<file path="config.mk">
export PLATFORM = sky130hd
export DESIGN_NAME = can_bit_timing
export DESIGN_NICKNAME = d
export VERILOG_FILES = /design/src/rtl/can_bit_timing.sv
export SDC_FILE = /design/constraint.sdc
export NUM_CORES = 1
export LEC_CHECK = 0
export BUFFER_PORTS_ARGS = -buffer_cell sky130_fd_sc_hd__buf_2
export CORE_MARGIN = 2
export CORE_UTILIZATION = 35
export DETAILED_ROUTE_END_ITERATION = 12
export SLEW_MARGIN = 20
export SYNTH_ARGS = -nofsm -noshare
export SYNTH_HDL_FRONTEND = slang
export SYNTH_SLANG_ARGS = --single-unit
</file>
<file path="constraint.sdc">
create_clock -name clk -period 13.5 [get_ports clk]
set_input_delay 2.7 -clock clk [delete_from_list [all_inputs] [get_ports clk]]
set_output_delay 2.7 -clock clk [all_outputs]
set_load 0.01 [all_outputs]
</file>
<file path="src/rtl/can_bit_timing.sv">
// ---------------------------------------------------------------------------
// can_bit_timing
//
// Bit timing unit of the CAN controller. Each nominal bit is divided into
// time quanta (one quantum per tq_en tick):
//   SYNC (1 quantum) -> TSEG1 (lim1 quanta) -> TSEG2 (lim2 quanta).
// The bus is sampled at the end of TSEG1 and a new bit starts (send point)
// at the end of TSEG2. Falling (recessive-to-dominant) edges on rx drive hard
// synchronisation (restart the bit) or resynchronisation (stretch TSEG1 or
// shorten TSEG2 by at most the jump width).
//
// Ports
//   clk          system clock
//   rst          synchronous reset, active-high
//   tq_en        time-quantum tick, one clk wide; all timing advances on it
//   rx           bus level synchronised to clk (1 = recessive)
//   sjw          jump width code, width = code+1 quanta
//   tseg1        TSEG1 code, length = code+1 quanta
//   tseg2        TSEG2 code, length = code+1 quanta
//   hardsync_en  an edge inside this window causes hard synchronisation
//   resync_en    resynchronisation permitted
//   sample       one-clk pulse after the tick that ends TSEG1
//   rxbit        bus value captured at the sample point
//   sendpoint    one-clk pulse after the tick that starts a new bit
//   seg          current segment: 00 SYNC, 01 TSEG1, 10 TSEG2 (FSM state)
// ---------------------------------------------------------------------------
module can_bit_timing #(
    parameter int CNT_W = 4
) (
    input  logic       clk,
    input  logic       rst,
    input  logic       tq_en,
    input  logic       rx,
    input  logic [2:0] sjw,
    input  logic [2:0] tseg1,
    input  logic [2:0] tseg2,
    input  logic       hardsync_en,
    input  logic       resync_en,
    output logic       sample,
    output logic       rxbit,
    output logic       sendpoint,
    output logic [1:0] seg
);

    // Limits need one bit more than the counter: an extended TSEG1 can be 16.
    localparam int LW = CNT_W + 1;

    typedef enum logic [1:0] {
        SEG_SYNC  = 2'b00,
        SEG_TSEG1 = 2'b01,
        SEG_TSEG2 = 2'b10
    } seg_t;

    seg_t             seg_q, seg_n;
    logic [CNT_W-1:0] cnt_q, cnt_n;
    logic [LW-1:0]    lim1_q, lim1_n;
    logic [LW-1:0]    lim2_q, lim2_n;
    logic [LW-1:0]    sjwe_q, sjwe_n;
    logic             flag_q, flag_n;   // a resync/hard sync already happened this bit
    logic             rx_last_q;
    logic             sample_d, send_d;
    logic             enter_t1;

    logic             edge_det, do_hard, do_resync, neg_jump;
    logic [LW-1:0]    cnt_x, ext, rem, lim1_adj, lim2_adj;
    logic [LW-1:0]    cfg_lim1, cfg_lim2, cfg_sjwe;

    // Values loaded whenever a bit enters TSEG1 afresh (and at reset).
    assign cfg_lim1 = LW'(tseg1) + LW'(1);
    assign cfg_lim2 = LW'(tseg2) + LW'(1);
    assign cfg_sjwe = LW'((sjw < tseg2) ? sjw : tseg2) + LW'(1);

    assign edge_det  = rx_last_q & ~rx;
    assign do_hard   = hardsync_en & edge_det;
    assign do_resync = resync_en & ~hardsync_en & edge_det & ~flag_q;

    assign cnt_x = LW'(cnt_q);

    // Positive phase error: the edge arrived late in TSEG1; stretch TSEG1 by
    // the elapsed TSEG1 quanta, clamped to the jump width.
    assign ext      = cnt_x + LW'(1);
    assign lim1_adj = do_resync ? (lim1_q + ((ext < sjwe_q) ? ext : sjwe_q)) : lim1_q;

    // Negative phase error: quanta left in TSEG2 after the edge quantum. If it
    // fits in the jump width the edge quantum becomes the next SYNC.
    assign rem      = lim2_q - cnt_x - LW'(1);
    assign neg_jump = do_resync & (rem <= sjwe_q);
    assign lim2_adj = do_resync ? (lim2_q - sjwe_q) : lim2_q;

    // State register
    always_ff @(posedge clk) begin
        if (rst) begin
            seg_q     <= SEG_SYNC;
            cnt_q     <= '0;
            lim1_q    <= cfg_lim1;
            lim2_q    <= cfg_lim2;
            sjwe_q    <= cfg_sjwe;
            flag_q    <= 1'b0;
            rx_last_q <= 1'b1;
            sample    <= 1'b0;
            sendpoint <= 1'b0;
            rxbit     <= 1'b1;
        end else begin
            sample    <= sample_d;
            sendpoint <= send_d;
            if (tq_en) begin
                seg_q     <= seg_n;
                cnt_q     <= cnt_n;
                lim1_q    <= lim1_n;
                lim2_q    <= lim2_n;
                sjwe_q    <= sjwe_n;
                flag_q    <= flag_n;
                rx_last_q <= rx;
            end
            if (sample_d) begin
                rxbit <= rx;
            end
        end
    end

    // Next-state logic, evaluated for a tick
    always_comb begin
        seg_n    = seg_q;
        cnt_n    = cnt_q;
        lim1_n   = lim1_q;
        lim2_n   = lim2_q;
        sjwe_n   = sjwe_q;
        flag_n   = flag_q;
        enter_t1 = 1'b0;
        if (do_hard) begin
            seg_n    = SEG_TSEG1;
            cnt_n    = '0;
            flag_n   = 1'b1;
            enter_t1 = 1'b1;
        end else begin
            if (do_resync) begin
                flag_n = 1'b1;
            end
            case (seg_q)
                SEG_SYNC: begin
                    // An edge here has zero phase error; only the flag moves.
                    seg_n    = SEG_TSEG1;
                    cnt_n    = '0;
                    enter_t1 = 1'b1;
                end
                SEG_TSEG1: begin
                    lim1_n = lim1_adj;
                    if (cnt_x == lim1_adj - LW'(1)) begin
                        seg_n = SEG_TSEG2;
                        cnt_n = '0;
                    end else begin
                        cnt_n = cnt_q + CNT_W'(1);
                    end
                end
                SEG_TSEG2: begin
                    if (neg_jump) begin
                        // Flag stays set: the new bit already used its resync.
                        seg_n    = SEG_TSEG1;
                        cnt_n    = '0;
                        enter_t1 = 1'b1;
                    end else begin
                        lim2_n = lim2_adj;
                        if (cnt_x == lim2_adj - LW'(1)) begin
                            seg_n  = SEG_SYNC;
                            cnt_n  = '0;
                            flag_n = 1'b0;
                        end else begin
                            cnt_n = cnt_q + CNT_W'(1);
                        end
                    end
                end
                default: begin
                    seg_n = SEG_SYNC;
                    cnt_n = '0;
                end
            endcase
        end
        if (enter_t1) begin
            lim1_n = cfg_lim1;
            lim2_n = cfg_lim2;
            sjwe_n = cfg_sjwe;
        end
    end

    // Output decode: pulses come from the segment transition taken this tick.
    always_comb begin
        sample_d = 1'b0;
        send_d   = 1'b0;
        if (tq_en) begin
            sample_d = (seg_q == SEG_TSEG1) && (seg_n == SEG_TSEG2);
            send_d   = do_hard || ((seg_q == SEG_TSEG2) && (seg_n != SEG_TSEG2));
        end
    end

    assign seg = seg_q;

endmodule

</file>
# Word-level counts from Yosys, hierarchy flattened
# Cells that the tools add are included.
# classes
bitwise	10
mux	37
order_cmp	3
reduce_logical	12
add_sub_neg	11
eq_ne	8
# op_table
cell	count
$mux W5	17
$mux W4	4
$sub A5 B1 Y5 const B	3
$add A3 B1 Y4 const B	3
$eq A4 B5 Y1	2
$mux W1	8
$mux W2	4
$pmux W4 S2	1
$and A1 B1 Y1	6
$ne A3 B3 Y1 const B	2
$pmux W2 S3	1
$reduce_bool A3 Y1	2
$add A4 B1 Y5 const B	1
$add A5 B5 Y5	1
$le A5 B5 Y1	1
$lt A5 B5 Y1	1
$sub A5 B4 Y5	1
$sub A5 B5 Y5	1
$add A4 B1 Y4 const B	1
$eq A2 B2 Y1 const B	2
$not A1 Y1	4
$reduce_and A4 Y1	1
$reduce_bool A2 Y1	2
$lt A3 B3 Y1	1
other kinds (10)	11
# totals
input_bits	15
out_inout_bits	5
word_cells	91
ff_bits	26

# Longest topological paths before layout
# logic_depth
word_depth	14
depth_mapped	25
mapped_depth_nobuf	24

# Worst setup path before layout
# OpenSTA, ideal clock, no wires.
# synth_timing
kind	input-to-reg
start	input port hardsync_en
end	register rxbit
path_buffers	2
setup_time_ns	0.120
arrival_ns	5.619
required_time_ns	13.380
stages	13
slack_ns	7.761
path_cell_list	nand4bb_4 -> or2_1 -> buf_6 -> clkbuf_1 -> a21oi_1 -> ha_1 -> inv_1 -> a311o_1 -> nor4_2 -> o211ai_1 -> o2111a_1 -> or4_4 -> mux2i_1
# synth_between
elab_chain_cells	14
elab_cells_between_ends	20
classes_between	add/sub: 2; eq/ne: 3; mux: 8; bitwise: 6; reduce/logical: 1
# synth_lines
item	line	rtl
from (decl)	37	input logic hardsync_en,
$not A1 Y1	75	assign do_resync = resync_en & ~hardsync_en & edge_det & ~flag_q;
$and A1 B1 Y1 (3 in series)	75	
$mux W5	88	assign lim2_adj = do_resync ? (lim2_q - sjwe_q) : lim2_q;
$sub A5 B1 Y5	163	if (cnt_x == lim2_adj - LW'(1)) begin
$eq A4 B5 Y1	163	
$mux W2	163	
$mux W2	156	if (neg_jump) begin
$pmux W2 S3	139	case (seg_q)
$mux W2 (*)	130	if (do_hard) begin
$eq A2 B2 Y1 (*)	190	sample_d = (seg_q == SEG_TSEG1) && (seg_n == SEG_TSEG2);
$logic_and A1 B1 Y1 (*)	190	
$mux W1 (*)	189	if (tq_en) begin
to (signal assigned)	116	rxbit <= rx;
to (decl)	40	output logic rxbit,
# Mark *: on every way between the ends. The rest lies on a longest branch, timed or not.
# A chain may end at the register's enable or synchronous reset.

# Final worst setup path
# layout_timing
start	input port hardsync_en
end	register cnt_q[2]
# layout_between
elab_chain_cells	11
elab_cells_between_ends	17
classes_between	add/sub: 2; eq/ne: 2; mux: 7; bitwise: 6
# layout_lines
item	line	rtl
$not A1 Y1	75	
$and A1 B1 Y1 (3 in series)	75	
$mux W5	88	
$sub A5 B1 Y5	163	
$eq A4 B5 Y1	163	
$mux W4	163	
$mux W4	156	
$pmux W4 S2	139	
$mux W4 (*)	130	
to (signal assigned)	108	cnt_q <= cnt_n;
to (decl)	55	logic [CNT_W-1:0] cnt_q, cnt_n;
# Marks and branches as above.

==> impl_metrics.csv <==
group,metric,value,unit
final_layout,final_nets,364,
critical_path,crit_fanout,15,
placed_design,place_ws,7.45,ns
sta,slew_headroom,61.0,%
critical_path,startpoint,"hardsync_en",
sta,worst_slack,7.70,ns
placed_design,place_hpwl,4630,µm
drt,postRouteAntennaNets,0,
synth,post_synth_num_cell_types,55,
placed_design,gp_congestion,0.812,
critical_path,critPathSlowestCell,"or2_1",
synth,yosys-top-cells-area,"edfxtp_1, ha_1, dfxtp_1, xnor2_1, a21oi_1",
drt,first_iter_violations,135,
sta,finalCritPeriodShare,43.0,%
global_route,grt_pass1_wl,9430,µm
power,peakVddDrop,0.0504,mV
cts,cts_resized,0,
critical_path,worstSetupPathType,"input port to register",
synth,synth_edf_count,14,
synth,synthArstFlopShare,0,%
sta,fin_skew,0.00381,ns
critical_path,path_buf_inv,2,
power,powerDensity,89.3,nW/µm²
placed_design,dpl_cell_area,2760,µm²
synth,netlist_area,2560,µm²
floorplan,fp.dieH,89.5,µm
drt,totalWireLength,5640,µm
critical_path,reg2reg_to,"rxbit$_SDFFE_PP1P_",
run,cap_violations,0,
drt,drtPass1Iterations,4,
cts,cts_hold_buf,0,
critical_path,path_cells,"buf_2 > nand4bb_4 > or2_1 > mux2i_2 > ha_1 > inv_1 > o41a_1 > a2111oi_0 > o21ai_1 > a21o_1 > a31oi_1 > a21boi_0 > a21o_1",
cts,max-clock-path-buffers,2,
final_layout,final_cell_mix,"ha_1, inv_1, nor2_1",
final_layout,finalNonFillerCells,412,
critical_path,crit_family,"compound AO/OA/AOI/OAI gates",
drt,drc_errors,0,
floorplan,io_pins,20,
synth,yosysTopAreaCellShare,16.4,%
final_layout,diodes,0,
power,p_seq_share,37.9,%
synth,synth_fp_nets,344,
sta,layout_min_cycle_time,5.80,ns
critical_path,crit_path_end_kind,"register",
final_layout,nFillCells,753,
critical_path,start_kind,"input port",
final_layout,final_cell_area,2810,µm²
global_route,antenna_found_initial,0,
critical_path,regToRegStartpoint,"cnt_q[1]$_SDFFE_PP0P_",
critical_path,cp_slowest_stage_delay,0.44,ns
floorplan,core,7180,µm²
critical_path,worstRegToRegCells,22,
drt,vias,2147,
critical_path,cp_common_cell,"a21o_1",
global_route,grt_pass1_vias,2029,
synth,yosysSeqAreaShare,25.1,%
global_route,globalRouteTotalUtil,15.0,%
power,p_clk_share,18.7,%
final_layout,drive_above_1_share,11.5,%
power,cellLeakagePower,1.17,nW
cts,post_cts_buffers,0,
floorplan,die-area,8000,µm²
final_layout,area_growth,9.94,%
synth,ys.flop_type,"edfxtp_1",
floorplan,rows,31,
critical_path,worstPathArrival,6.03,ns
cts,cts_tree,"done",
critical_path,ff2ff_setup_slack,7.85,ns
final_layout,final_common_cell,"ha_1",
power,net-switching-power,94.9,µW
synth,synth_area_per_cell,8.69,µm²
synth,yosys.area.top_type,"edfxtp_1",
status,status,"completed",
cts,cts_inserted_buffers,3,
sta,maxSlewViolCount,0,
global_route,grt.overflow.total,0,
cts,clk_pin_slew_worst_paths,0.10,ns
placed_design,port-buffer-count,19,
cts,clock_sinks,25,
placed_design,dp_cells,408,
global_route,grt_max_degree,19,
critical_path,cp.depth,13,
critical_path,crit_end,"cnt_q[2]$_SDFFE_PP0P_",
sta,setup-tns-final,0,ns
critical_path,required,13.73,ns
power,power_frac_comb,43.4,%
sta,max_slew.worst_pin.slew,0.582,ns
synth,yosys_warnings,0,
floorplan,die_x,89.5,µm
sta,max_freq,172,MHz
synth,ys_ff_latch,25,
power,p_int,156,µW
sta,final-setup-viol-count,0,
drt,routed_via_density,5.21,
cts,ctsHtreeMaxLevel,1,
sta,hold_viol,0,
sta,rsz0062_at_grt,"no",
drt,wire_per_inst,13.7,µm
final_layout,final_util,39.2,%
cts,worstSkewPairLatency,0.27,ns
cts,root_buffer,"clkbuf_8",
synth,synth_cells,294,
power,sw_frac_of_total,37.8,%
floorplan,start_util,35.6,%
worst_hold_path,hp-class,"register to register",
==> worst min path at each step <==
| stage | from | endpoint | slack [ns] | cells after the start |
|---|---|---|---|---|
| 6_report | rxbit$_SDFFE_PP1P_ | rxbit$_SDFFE_PP1P_ | 0.52 | 2 |
| 5_1_grt | rxbit$_SDFFE_PP1P_ | rxbit$_SDFFE_PP1P_ | 0.56 | 2 |
| 4_1_cts | rxbit$_SDFFE_PP1P_ | rxbit$_SDFFE_PP1P_ | 0.53 | 2 |
| 3_5_place_dp | rxbit$_SDFFE_PP1P_ | rxbit$_SDFFE_PP1P_ | 0.51 | 2 |
| 3_3_place_gp | rxbit$_SDFFE_PP1P_ | rxbit$_SDFFE_PP1P_ | 0.49 | 2 |
| 2_1_floorplan | flag_q$_SDFFE_PP0P_ | flag_q$_SDFFE_PP0P_ | 0.53 | 2 |
==> worst min-delay path, cell delays in order (launching register included) <==
cell	delay (ns)
dfxtp_1	0.32
nor2_1	0.09
mux2i_1	0.07
==> cells by family after synthesis <==
group                    Yosys count  share of synthesized area (%)
XOR/XNOR                          22                           7.54
flip-flops                        25                           25.1
adder cells (fa/ha/maj)           35                           18.0
AND/OR/NAND/NOR                   98                           21.6
buffers and inverters             35                           5.53
AO/OA/AOI/OAI                     67                           17.2
multiplexers                      12                           4.99
==> power groups by stage <==
stage / combinational [mW] / clock [mW] / sequential [mW]
2_1_floorplan: 0.0850 / 0 / 0.0944
3_3_place_gp: 0.107 / 0 / 0.0966
3_5_place_dp: 0.110 / 0 / 0.0968
4_1_cts: 0.110 / 0.0482 / 0.0950
5_1_grt: 0.125 / 0.0518 / 0.0959
6_report: 0.109 / 0.0468 / 0.0951
==> registers in the layout, summed over array words and instances (netlist names) <==
name,cells
lim1_q,5
lim2_q,5
cnt_q,4
sjwe_q,4
seg,2
flag_q,1
rx_last_q,1
rxbit,1
sample,1
sendpoint,1
==> synthesized netlist by cell type, types with 5 or more instances <==
library cell,count
nor2_1,23
nor2b_1,8
a21oi_1,22
a21o_1,5
inv_1,29
o211ai_1,5
a31oi_1,6
xor2_1,5
dfxtp_1,11
o21ai_0,8
ha_1,32
edfxtp_1,14
nor3_1,7
xnor2_1,17
nand2b_1,9
mux2i_1,8
nand2_1,17
==> layout make-up <==
type	count	area, µm²	share of cell area, %
multi-input cells	234	1780	63.4
flip-flops and latches	25	641	22.8
well taps	99	124	4.41
repair buffers	21	110	3.92
inverters	29	109	3.87
clock buffers	3	41.3	1.47
clock inverters	1	5.00	0.178
==> routing by layer <==
layer / share of wire [%] / up-vias / GRT usage (%)
met3: 2.5 / 8 / 2.86
met2: 45 / 27 / 24.6
met1: 51 / 1012 / 20.4
met5: 0 / - / 0
met4: 1.2 / 0 / 3.12
li1: - / 1100 / -
==> per-stage QoR <==
| step | hold WS (ns) | total power [mW] |
|---|---|---|
| floorplan | 0.532 | 0.179 |
| global placement | 0.494 | 0.204 |
| detailed placement | 0.512 | 0.206 |
| CTS | 0.525 | 0.253 |
| global route | 0.558 | 0.273 |
| finish | 0.516 | 0.251 |
No activity file was read; power rests on OpenSTA's default activity.
